<file path="src/rtl/wb_regfile.sv">
`default_nettype none
// ============================================================================
//  Module   : wb_regfile
//  Purpose  : Write-back stage and architectural register file.
//             Selects the write-back value from the ALU result or the
//             data-memory read data, commits it to an NREGS x DATA_W
//             register file (register 0 reads as zero), and serves two
//             combinational read ports to decode with write-through bypass.
//             A retire counter tracks the number of effective writes.
//  Ports    : clk, rst_n          - clock, asynchronous active-low reset
//             WB_ALU_RES, WB_DM_Q - candidate write-back values
//             WB_RF_D_SEL         - 0 selects ALU result, 1 selects memory data
//             WB_RF_WE, WB_RF_WA  - write enable and destination address
//             ID_RS_A, ID_RT_A    - read addresses (ports A and B)
//             ID_RS_Q, ID_RT_Q    - read data (combinational, bypassed)
//             WB_RF_D             - selected write-back data (combinational)
//             WB_COMMIT           - registered pulse after an effective write
//             WB_RETIRE_CNT       - registered effective-write count (wraps)
//  Revision : 1.0 - initial release
// ============================================================================
module wb_regfile #(
    parameter int DATA_W = 32,
    parameter int NREGS  = 32,
    parameter int ADDR_W = 5,
    parameter int CNT_W  = 32
) (
    input  logic              clk,
    input  logic              rst_n,
    input  logic [DATA_W-1:0] WB_ALU_RES,
    input  logic [DATA_W-1:0] WB_DM_Q,
    input  logic              WB_RF_D_SEL,
    input  logic              WB_RF_WE,
    input  logic [ADDR_W-1:0] WB_RF_WA,
    input  logic [ADDR_W-1:0] ID_RS_A,
    input  logic [ADDR_W-1:0] ID_RT_A,
    output logic [DATA_W-1:0] ID_RS_Q,
    output logic [DATA_W-1:0] ID_RT_Q,
    output logic [DATA_W-1:0] WB_RF_D,
    output logic              WB_COMMIT,
    output logic [CNT_W-1:0]  WB_RETIRE_CNT
);

    logic [DATA_W-1:0] rf_q [NREGS];
    logic              wr_eff;
    logic              commit_q;
    logic              commit_d;
    logic [CNT_W-1:0]  cnt_q;
    logic [CNT_W-1:0]  cnt_d;

    // Write-back data mux, also forwarded to EX.
    assign WB_RF_D = WB_RF_D_SEL ? WB_DM_Q : WB_ALU_RES;

    // A write to r0 is not a write at all. While reset is held nothing
    // is in flight, so the bypass must not present the discarded value.
    assign wr_eff = rst_n & WB_RF_WE & (WB_RF_WA != '0);

    // Register array. Entry 0 is reset and never written (wr_eff excludes
    // address 0), so it stays a constant zero.
    always_ff @(posedge clk or negedge rst_n) begin
        if (!rst_n) begin
            for (int i = 0; i < NREGS; i++) begin
                rf_q[i] <= '0;
            end
        end else if (wr_eff) begin
            rf_q[WB_RF_WA] <= WB_RF_D;
        end
    end

    // Read port A: zero register, then same-cycle bypass, then array.
    always_comb begin
        ID_RS_Q = rf_q[ID_RS_A];
        if (ID_RS_A == '0) begin
            ID_RS_Q = '0;
        end else if (wr_eff && (WB_RF_WA == ID_RS_A)) begin
            ID_RS_Q = WB_RF_D;
        end
    end

    // Read port B resolves independently of port A.
    always_comb begin
        ID_RT_Q = rf_q[ID_RT_A];
        if (ID_RT_A == '0) begin
            ID_RT_Q = '0;
        end else if (wr_eff && (WB_RF_WA == ID_RT_A)) begin
            ID_RT_Q = WB_RF_D;
        end
    end

    // Commit pulse and retire counter next state. The counter wraps
    // naturally at CNT_W bits.
    always_comb begin
        commit_d = wr_eff;
        cnt_d    = cnt_q;
        if (wr_eff) begin
            cnt_d = cnt_q + CNT_W'(1);
        end
    end

    always_ff @(posedge clk or negedge rst_n) begin
        if (!rst_n) begin
            commit_q <= 1'b0;
            cnt_q    <= '0;
        end else begin
            commit_q <= commit_d;
            cnt_q    <= cnt_d;
        end
    end

    assign WB_COMMIT     = commit_q;
    assign WB_RETIRE_CNT = cnt_q;

endmodule
`default_nettype wire

</file>
<file path="config.mk">
export PLATFORM = sky130hd
export DESIGN_NAME = wb_regfile
export DESIGN_NICKNAME = d
export VERILOG_FILES = /design/src/rtl/wb_regfile.sv
export SDC_FILE = /design/constraint.sdc
export NUM_CORES = 2
export LEC_CHECK = 0
export ABC_CLOCK_PERIOD_IN_PS = 2900
export BUFFER_PORTS_ARGS = -buffer_cell sky130_fd_sc_hd__buf_2
export CORE_AREA = 2 2 420 339
export DETAILED_ROUTE_END_ITERATION = 12
export DIE_AREA = 0 0 422 341
export HOLD_SLACK_MARGIN = 0.02
export PLACE_DENSITY = 0.57
export SYNTH_ARGS = -nofsm -noshare
export SYNTH_HDL_FRONTEND = slang
export SYNTH_SLANG_ARGS = --single-unit
</file>
<file path="constraint.sdc">
create_clock -name clk -period 2.9 [get_ports clk]
set_input_delay 0.435 -clock clk [delete_from_list [all_inputs] [get_ports clk]]
set_output_delay 0.435 -clock clk [all_outputs]
set_load 0.05 [all_outputs]
</file>
==> flow_metrics.py <==
metrics = {
    "floorplanning": {
        "rows": 123,
        "coreArea_um2": 140000,
        "die_h_um": 341,
        "pin_count": 212,
        "die_x_um": 422,
        "initial_core_util": 0.397,
        "die_area_um2": 144000,
    },
    "clock_tree": {
        "clkSinkCount": 1057,
        "cts_buffers": 111,
        "path_clk_slew_ps": 60,
        "clock-root-buffer": "clkbuf_16",
        "cts_buffer_depth": 3,
        "cts_max_level": 3,
        "worstSkewPairLatency_ps": 740,
        "cts_tree": "built",
    },
    "critical_path": {
        "worstPathRequired_ps": 2470,
        "start_kind": "flop",
        "worstSetupPathType": "flop to output pin",
        "arrival_ps": 2720,
        "endpoint_kind": "output pin",
        "cp_max_fo": 3,
    },
    "run": {
        "maxCapViolations": 0,
    },
    "logic_synthesis": {
        "synth_compound_area_frac": 0.142,
        "avgSynthCellArea_um2": 10.9,
        "synth-edff-count": 0,
        "synth_flop_cell": "dfrtp_1",
        "seq_area_frac_synth": 0.477,
        "synthAdderAreaFrac": 0.000226,
        "ys_types": 68,
        "yosys.area_share.simple": 0.100,
        "synthArstFlopShare": 1.00,
        "synthMuxAreaShare": 0.224,
        "synth_top_family_by_area": "multiplexers",
        "synth-xor-area-share": 0.00648,
        "synth_nets": 5169,
        "syn-cell-area_um2": 55500,
        "yosys_warnings": 0,
        "ys_ff_latch": 1057,
        "syn_inst": 5085,
    },
    "global_routing": {
        "grt_pass1_wl_um": 317000,
        "grt_pass1_vias": 44011,
        "grt-ovfl-total": 0,
        "antenna_found_initial": 2,
        "grt_max_degree": 169,
        "track_usage": 0.301,
    },
    "placed_design": {
        "io_buffers": 211,
        "gp_congestion": 0.916,
        "pre_cts_ws_ps": -728,
        "dp_hpwl_um": 143000,
    },
    "sta": {
        "tightest_slew_ps": 1080,
        "fin_setup_tns_ps": -3850,
        "max_slew_margin": 0.278,
        "max_freq_ghz": 0.317,
        "timing.final.ws_setup_ps": -254,
        "rsz0062_at_grt": "true",
        "period_needed_ps": 3150,
        "hold_violations": 0,
        "holdWs_ps": 134,
        "drv_slew": 0,
        "finalCritPeriodShare": 1.09,
        "fin_worst_skew_ps": 11.1,
        "finalSetupViolCount": 44,
    },
    "drt": {
        "drc_errors": 0,
        "postRouteWirelength_um": 221000,
        "dr_total_vias": 45822,
        "drt-initial-drc-count": 5768,
        "wl_per_cell_um": 29.4,
        "ant_nets": 0,
        "vias_per_cell": 6.11,
        "firstDrtPassIters": 6,
    },
    "final_layout": {
        "regArea_um2": 26500,
        "postLayoutCoreUtil": 0.509,
        "layout_commonest_cell": "dfrtp_1",
        "multiInputGateArea_um2": 28600,
        "num-fill-cells": 12266,
        "final_cell_mix": "dfrtp_1, nor2_1, a21oi_1",
        "layout-drive-gt1-share": 0.337,
        "syn2layout_area_growth_pct": 28.3,
        "num-nets-final": 5618,
    },
    "power_and_ir_drop": {
        "power_leakage_nw": 30.5,
        "power_density_nw_per_um2": 672,
        "ir_worst_vdd_v": 0.000482,
    },
    "run_status": {
        "violations": "setup timing",
        "status": "complete, but fails checks",
    },
    "worst_hold_path": {
        "hp-class": "input port to flop",
    },
}
per-stage QoR:
| step | cells | instance area (µm²) | total power, mW |
|---|---|---|---|
| 2_1_floorplan | 5085 | 55600 | 26.4 |
| 3_3_place_gp | 7166 | 63800 | 30.5 |
| 3_5_place_dp | 7166 | 63800 | 30.9 |
| 4_1_cts | 7448 | 69900 | 47.4 |
| 5_1_grt | 7504 | 71100 | 49.7 |
| 6_report | 7505 | 71100 | 47.8 |
registers in the layout (all words and copies together) (netlist names):
signal         flops
rf_q            1024
WB_RETIRE_CNT     32
WB_COMMIT          1
cells in the mapped netlist, drive strengths merged (2+ instances only):
cell        n  area, µm²
a31o        4       35.0
a22o        3       26.3
o2bb2ai     2       17.5
mux2i     216       2160
and2        5       31.3
or4         2       15.0
nor4       26        379
o211ai      5       37.5
o221ai      5       43.8
nand3      25        125
a21oi     875       4380
o32ai       2       17.5
and3        9       56.3
a221o      24        240
a21o        2       16.3
a221oi     26        234
inv        45        169
o31a        3       26.3
o22ai      59        369
buf       216       1390
dfrtp    1057      26500
nand2     255        960
or2         5       31.3
nand3b      2       15.0
nand4      10       62.6
a211o       6       52.6
o2111ai     2       17.5
o21a        3       22.5
o21ai     214       1070
nor2b      19        119
nor2      903       3420
xnor2      20        175
nand2b     16        100
a31oi       3       18.8
mux4      449      10100
clkbuf    322       1210
or3         9       56.3
a211oi     68        515
xor2       21        184
mux2       12        135
a32oi       5       43.8
a22oi      89        668
nor3       31        155
timing repair:
action,4_1_cts,5_1_grt
gates cloned,7,2
buffers inserted,87,64
pin swaps,127,94
hold buffers,1,0
endpoints found under the hold margin,72,0
gates resized for setup,303,154
setup endpoints to repair,64,64
power by group:
| part | switching [mW] | total, mW | leakage [nW] | internal [mW] |
|---|---|---|---|---|
| Combinational | 6.30 | 12.4 | 14.9 | 6.11 |
| Sequential | 2.14 | 19.6 | 13.6 | 17.4 |
| Clock | 6.43 | 15.8 | 1.99 | 9.42 |
| Total | 14.9 | 47.8 | 30.5 | 32.9 |
final timing paths:
check / endpoint / slack [ps] / start / depth (start not counted)
worst min-delay path: rf_q[916] / 130 / WB_ALU_RES[20] / 3
worst min register to register: rf_q[1019] / 400 / rf_q[1019] / 0
max in group asynchronous: WB_RETIRE_CNT[12] / 260 / rst_n / 6
worst max register to register: WB_RETIRE_CNT[26] / 870 / WB_RETIRE_CNT[0] / 6
worst max-delay path: ID_RS_Q[13] / -250 / rf_q[493] / 7
min in group asynchronous: rf_q[550] / 850 / rst_n / 4
worst max-delay path, stage by stage, from the launching register on:
cell,delay [ps]
dfrtp_1,400
mux4_2,470
mux2i_2,210
o22ai_2,140
nor4_4,340
buf_4,200
a21oi_2,50
clkbuf_16,170
layout make-up:
class,count,share of cell area
Multi-Input combinational cell,3444,0.402
Sequential cell,1057,0.372
Timing Repair Buffer,874,0.134
Clock buffer,156,0.0458
Tap cell,1875,0.0330
Clock inverter,51,0.0105
Inverter,46,0.00243
Antenna cell,2,0.0000704
logic make-up (layout without fill, tap and decap cells):
| family | after synthesis | in the layout |
|---|---|---|
| AO/OA/AOI/OAI | 1404 | 1404 |
| XOR/XNOR | 41 | 41 |
| multiplexers | 677 | 677 |
| buffers and inverters | 584 | 1127 |
| AND/OR/NAND/NOR | 1321 | 1321 |
| other | 0 | 2 |
| adder cells (fa/ha/maj) | 1 | 1 |
| flip-flops | 1057 | 1057 |
layer usage:
layer	up-vias	GRT usage	share of wire
met3	476	0.0799	0.11
met4	0	0.123	0.048
met2	2626	0.447	0.44
li1	19425	-	-
met5	-	0	0
met1	23295	0.420	0.40
Power figures use the tool's default switching activity.
